## src/rtl/sudoku_pkg.sv

```systemverilog
// Shared constants, FSM state type and box-index helper for the sudoku loader.
package sudoku_pkg;

   localparam int N        = 9;
   localparam int CELL_W   = 4;
   localparam int PUZZLE_W = N * N * CELL_W;
   localparam int CAND_W   = N * N * N;
   localparam logic [N-1:0] ALL_CAND = 9'h1FF;

   typedef enum logic [2:0] {
      IDLE,
      READ,
      CAPTURE,
      CONVERT,
      PRESENT
   } state_t;

   function automatic logic [3:0] box_of(input logic [3:0] row, input logic [3:0] col);
      return (row / 4'd3) * 4'd3 + col / 4'd3;
   endfunction

endpackage

```

## src/rtl/sudoku_cell_decode.sv

```systemverilog
// Decodes one 4-bit puzzle cell into its 9-bit candidate mask plus given/bad flags.
module sudoku_cell_decode
   import sudoku_pkg::*;
(
   input  logic [CELL_W-1:0] digit,
   output logic [N-1:0]      mask,
   output logic              is_given,
   output logic              is_bad
);

   always_comb begin
      mask     = ALL_CAND;
      is_given = 1'b0;
      is_bad   = 1'b0;
      if (digit >= 4'd1 && digit <= 4'd9) begin
         mask     = 9'd1 << (digit - 4'd1);
         is_given = 1'b1;
      end else if (digit > 4'd9) begin
         is_bad = 1'b1;
      end
   end

endmodule

```

## src/rtl/sudoku_loader.sv

```systemverilog
// Pops one packed puzzle, expands it row by row into a candidate-mask image and
// hands it to the solver core. Optional duplicate check: SUDOKU_LOADER_DUP_CHECK_EN.
module sudoku_loader
   import sudoku_pkg::*;
(
   input  logic                clk_150,
   input  logic                rst,
   input  logic                go,
   input  logic                ififo_rdempty,
   input  logic [PUZZLE_W-1:0] ififo_dataout,
   output logic                ififo_rdreq,
   output logic [CAND_W-1:0]   cand_out,
   output logic [6:0]          given_cnt,
   output logic                malformed,
   output logic                conflict,
   output logic                load_valid,
   input  logic                load_ready
);

   state_t              state_q, state_d;
   logic [3:0]          row_q, row_d;
   logic                rdreq_q, rdreq_d;
   logic                load_valid_q, load_valid_d;
   logic [CAND_W-1:0]   cand_q, cand_d;
   logic [6:0]          given_q, given_d;
   logic                malformed_q, malformed_d;
   logic [PUZZLE_W-1:0] puzzle_q, puzzle_d;

   logic [N*CELL_W-1:0] row_bits;
   logic [N-1:0]        cell_mask [N];
   logic [N-1:0]        cell_given;
   logic [N-1:0]        cell_bad;
   logic [N*N-1:0]      row_mask;
   logic [3:0]          row_given;

   always_comb begin
      row_bits = '0;
      for (int r = 0; r < N; r++) begin
         if (row_q == 4'(r)) row_bits = puzzle_q[PUZZLE_W-1-N*CELL_W*r -: N*CELL_W];
      end
   end

   for (genvar c = 0; c < N; c++) begin : g_dec
      sudoku_cell_decode u_dec (
         .digit    (row_bits[N*CELL_W-1-CELL_W*c -: CELL_W]),
         .mask     (cell_mask[c]),
         .is_given (cell_given[c]),
         .is_bad   (cell_bad[c])
      );
   end

   always_comb begin
      row_mask  = '0;
      row_given = '0;
      for (int c = 0; c < N; c++) begin
         row_mask[N*N-1-N*c -: N] = cell_mask[c];
         row_given = row_given + 4'(cell_given[c]);
      end
   end

   always_comb begin
      state_d      = state_q;
      row_d        = row_q;
      rdreq_d      = 1'b0;
      load_valid_d = load_valid_q;
      cand_d       = cand_q;
      given_d      = given_q;
      malformed_d  = malformed_q;
      puzzle_d     = puzzle_q;
      case (state_q)
         IDLE: begin
            if (go && !ififo_rdempty) begin
               state_d = READ;
               rdreq_d = 1'b1;
            end
         end
         READ: state_d = CAPTURE;
         CAPTURE: begin
            puzzle_d    = ififo_dataout;
            given_d     = '0;
            malformed_d = 1'b0;
            row_d       = '0;
            state_d     = CONVERT;
         end
         CONVERT: begin
            for (int r = 0; r < N; r++) begin
               if (row_q == 4'(r)) cand_d[CAND_W-1-N*N*r -: N*N] = row_mask;
            end
            given_d     = given_q + 7'(row_given);
            malformed_d = malformed_q | (|cell_bad);
            if (row_q == 4'(N - 1)) begin
               row_d        = '0;
               load_valid_d = 1'b1;
               state_d      = PRESENT;
            end else begin
               row_d = row_q + 4'd1;
            end
         end
         PRESENT: begin
            if (load_ready) begin
               load_valid_d = 1'b0;
               state_d      = IDLE;
            end
         end
         default: state_d = IDLE;
      endcase
   end

   always_ff @(posedge clk_150 or posedge rst) begin
      if (rst) begin
         state_q      <= IDLE;
         row_q        <= '0;
         rdreq_q      <= 1'b0;
         load_valid_q <= 1'b0;
         cand_q       <= '0;
         given_q      <= '0;
         malformed_q  <= 1'b0;
      end else begin
         state_q      <= state_d;
         row_q        <= row_d;
         rdreq_q      <= rdreq_d;
         load_valid_q <= load_valid_d;
         cand_q       <= cand_d;
         given_q      <= given_d;
         malformed_q  <= malformed_d;
      end
   end

   // Puzzle register is pure datapath; it is always reloaded in CAPTURE before use.
   always_ff @(posedge clk_150) begin
      puzzle_q <= puzzle_d;
   end

`ifdef SUDOKU_LOADER_DUP_CHECK_EN
   logic [N-1:0] col_seen_q [N];
   logic [N-1:0] col_seen_d [N];
   logic [N-1:0] box_seen_q [N];
   logic [N-1:0] box_seen_d [N];
   logic         conflict_q, conflict_d;

   // Same-row repeats are caught by row_acc; the seen-masks only hold earlier rows.
   always_comb begin
      logic [N-1:0] row_acc;
      logic [N-1:0] oh;
      logic [3:0]   b;
      logic         hit;
      row_acc    = '0;
      oh         = '0;
      b          = '0;
      hit        = 1'b0;
      col_seen_d = col_seen_q;
      box_seen_d = box_seen_q;
      for (int c = 0; c < N; c++) begin
         oh  = cell_given[c] ? cell_mask[c] : '0;
         b   = box_of(row_q, 4'(c));
         hit = hit | (|(oh & (row_acc | col_seen_q[c] | box_seen_q[b])));
         row_acc       = row_acc | oh;
         col_seen_d[c] = col_seen_q[c] | oh;
         box_seen_d[b] = box_seen_d[b] | oh;
      end
      conflict_d = conflict_q;
      if (state_q == CAPTURE) begin
         conflict_d = 1'b0;
         for (int i = 0; i < N; i++) begin
            col_seen_d[i] = '0;
            box_seen_d[i] = '0;
         end
      end else if (state_q == CONVERT) begin
         conflict_d = conflict_q | hit;
      end else begin
         col_seen_d = col_seen_q;
         box_seen_d = box_seen_q;
      end
   end

   always_ff @(posedge clk_150 or posedge rst) begin
      if (rst) begin
         conflict_q <= 1'b0;
         for (int i = 0; i < N; i++) begin
            col_seen_q[i] <= '0;
            box_seen_q[i] <= '0;
         end
      end else begin
         conflict_q <= conflict_d;
         col_seen_q <= col_seen_d;
         box_seen_q <= box_seen_d;
      end
   end

   assign conflict = conflict_q;
`else
   assign conflict = 1'b0;
`endif

   assign ififo_rdreq = rdreq_q;
   assign cand_out    = cand_q;
   assign given_cnt   = given_q;
   assign malformed   = malformed_q;
   assign load_valid  = load_valid_q;

endmodule

```

## config.mk

```make
export PLATFORM = sky130hd
export DESIGN_NAME = sudoku_loader
export DESIGN_NICKNAME = d
export VERILOG_FILES = /design/src/rtl/sudoku_pkg.sv /design/src/rtl/sudoku_cell_decode.sv /design/src/rtl/sudoku_loader.sv
export SDC_FILE = /design/constraint.sdc
export NUM_CORES = 2
export LEC_CHECK = 0
export ABC_AREA = 1
export CORE_AREA = 2 2 421 423
export DETAILED_ROUTE_END_ITERATION = 8
export DIE_AREA = 0 0 423 425
export GPL_TIMING_DRIVEN = 0
export PLACE_DENSITY = 0.54
export REMOVE_ABC_BUFFERS = 1
export SLEW_MARGIN = 5
export SYNTH_ARGS = -nofsm -noshare
export SYNTH_HDL_FRONTEND = slang
export SYNTH_SLANG_ARGS = --single-unit
```

## constraint.sdc

```tcl
create_clock -name clk_150 -period 40.1 [get_ports clk_150]
set_clock_uncertainty 0.15 [all_clocks]
set_input_delay 4.01 -clock clk_150 [delete_from_list [all_inputs] [get_ports clk_150]]
set_output_delay 4.01 -clock clk_150 [all_outputs]
set_load 0.05 [all_outputs]
```

==> flow_summary.yaml <==
cts:
  cts_resized: 0
  clk_latency_ns: 0.77
  numCtsBuffers: 121
  clk_pin_slew_ns: 0.07
  root_buffer: "clkbuf_16"
  ctsHoldBuffers: 0
  post_cts_buffers: 0
  clk_path_buf_depth: 3
  cts.sinks: 1070
  cts_tree: "built"
  htreeDepth: 3
synthesis:
  yosys_warnings: 0
  yosysTopAreaCellShare_pct: 43.1
  synth.distinct_cells: 48
  syn_inst: 4553
  synth-main-ff-cell: "dfrtp_1"
  seq_area_frac_synth_pct: 65.5
  async_reset_ff_share_pct: 69.7
  syn_avg_cell_area_um2: 9.52
  yosysMostFrequentCell: "nand2_1"
  netlist_area_um2: 43400
  synth_edf_count: 324
  synth_area_leaders: "dfrtp_1 (43%), edfxtp_1 (22%), nand2_1 (19%)"
  netlist_top_cells_count: "nand2_1 (2182), dfrtp_1 (746), edfxtp_1 (324)"
  synth_seq_cells: 1070
  yosysTopAreaCell: "dfrtp_1"
grt:
  grt_start_max_net_pins: 121
  grt_pass1_wl_um: 277000
  antenna_found_initial: 64
  grt_use_total_pct: 21.9
  overflow: 0
  grt_pass1_vias: 34700
setup_path:
  path_max_fanout: 36
  startpoint_type: "flip-flop"
  critical_path.top_delay_family: "simple AND/OR/NAND/NOR gates"
  worstRegToRegCells: 31
  crit_top_cell: "nand2_1"
  path_buf_inv: 8
  r2r_setup_slack_ns: 31.13
  reg2reg_from: "row_q[2]"
  cpMaxStageDelayCell: "and2_1"
  crit_type: "reg -> reg"
  r2r_end: "given_cnt[6]"
  arrival_ns: 9.48
  required_ns: 40.62
  cpPeakStageDelay_ns: 0.99
  end_kind: "flip-flop"
cells_and_area:
  multi_input_area_um2: 13400
  final_core_util_pct: 35.2
  seq_area_um2: 28400
  stdcell_area_um2: 61700
  drive_gt1_share_pct: 7.14
  area_delta_synth_final_pct: 42.3
  fillers: 17800
  final_nets: 5938
sta:
  fin_crit_ns: 8.97
  final_hold_viol_count: 0
  fin_setup_tns_ns: 0
  fin_crit_sh_pct: 22.4
  finalMaxSlewViolations: 0
  setup_viol: 0
  rsz0062_at_grt: "no"
  maxSlewHeadroom_pct: 10.3
  max_freq_mhz: 112
  worst_slew_pin_slew_ns: 1.35
die:
  fp-row-count: 154
  die_w_um: 423
  die_h_um: 425
  ioPinCount: 1069
  die_area_um2: 180000
  start_util_pct: 24.7
  core_region_area_um2: 175000
place:
  dp_hpwl_um: 147000
  postPlaceCellArea_um2: 57600
  portBuffers: 1067
  globalplace.congestion: 0.823
detailed_routing:
  drt_first_pass_iters: 6
  wl_per_cell_um: 25.2
  routed_via_density: 4.52
  drc: 0
  finalWirelength_um: 203000
  drtIter0Drc: 3299
  num_vias: 36500
  ant_nets: 0
min_path:
  holdPathStages: 2
  worstHoldStart: "cand_out[333]"
  hold_path_end: "cand_out[333]"
  min_path_type: "reg -> reg"
run_status:
  outcome: "completed"
flow_run:
  max_cap_violations: 0
placed cells by master, fill, tap and decap left out, types with 25 or more instances in the layout:
master,n
clkbuf_1,35
edfxtp_1,324
nor2_1,279
nand2_4,25
buf_12,28
nand2_1,2179
or2_2,35
a31oi_1,137
o21ai_0,44
diode_2,46
buf_16,35
clkdlybuf4s50_1,1067
clkbuf_8,26
nand2_2,29
dfrtp_1,746
nand3_1,182
clkbuf_16,123
inv_1,146
nand4_1,40
metrics by stage:
stage,instances,hold WS (ns),worst slack [ns]
CTS,8016,0.330,30.98
floorplan,4324,0.305,15.01
global route,8054,0.339,30.46
finish,8062,0.325,31.13
global placement,7731,0.312,4.64
detailed placement,7796,0.314,30.98
cell families after synthesis:
family | synth area share (%)
adder cells (fa/ha/maj) | 0.970
AO/OA/AOI/OAI | 3.14
other | 0.00865
AND/OR/NAND/NOR | 26.4
XOR/XNOR | 0.0404
buffers and inverters | 3.92
flip-flops | 65.5
area by class of cell:
| cell class | count | share of cell area [%] |
|---|---|---|
| flip-flops and latches | 1070 | 46.0 |
| clock inverters | 36 | 0.564 |
| clock buffers | 184 | 5.78 |
| repair buffers | 1132 | 19.8 |
| diodes | 46 | 0.187 |
| well taps | 2340 | 4.75 |
| multi-input cells | 3081 | 21.7 |
| inverters | 173 | 1.16 |
registers in the layout, summed over array words and instances, names as in the netlist:
register / cells
state_q: 3
row_q: 4
puzzle_q: 324
cand_out: 729
load_valid: 1
given_cnt: 7
ififo_rdreq: 1
malformed: 1
worst register-to-register path: cells and delay by family (launching register included):
family	cells	cell delay, ns
simple gates	15	3.85
compound gates	3	0.38
fa+ha+maj	5	2.16
buf+inv	8	1.79
flops	1	0.54
worst max-delay path by stage:
| stage | from | to | slack [ns] | depth (start not counted) |
|---|---|---|---|---|
| global route | row_q[2] | given_cnt[6] | 30.46 | 31 |
| CTS | row_q[0] | given_cnt[6] | 30.98 | 30 |
| detailed placement | row_q[1] | given_cnt[6] | 30.98 | 34 |
| finish | row_q[2] | given_cnt[6] | 31.13 | 31 |
| global placement | rst | cand_out[240] | 4.64 | 2 |
| floorplan | rst | cand_out[0] | 15.01 | 1 |
metal layers:
metal  vias up  share of wire (%)  GRT usage (%)
met5         -               0.12              0
met4        38                4.2           10.3
met3       361                6.9           4.25
met2      1464                 49           36.7
met1     18000                 39           27.1
li1      16600                  -              -
Power is left out: the tool's default activity adds up to more than one toggle a clock period on the data nets, which glitch-free logic cannot reach.
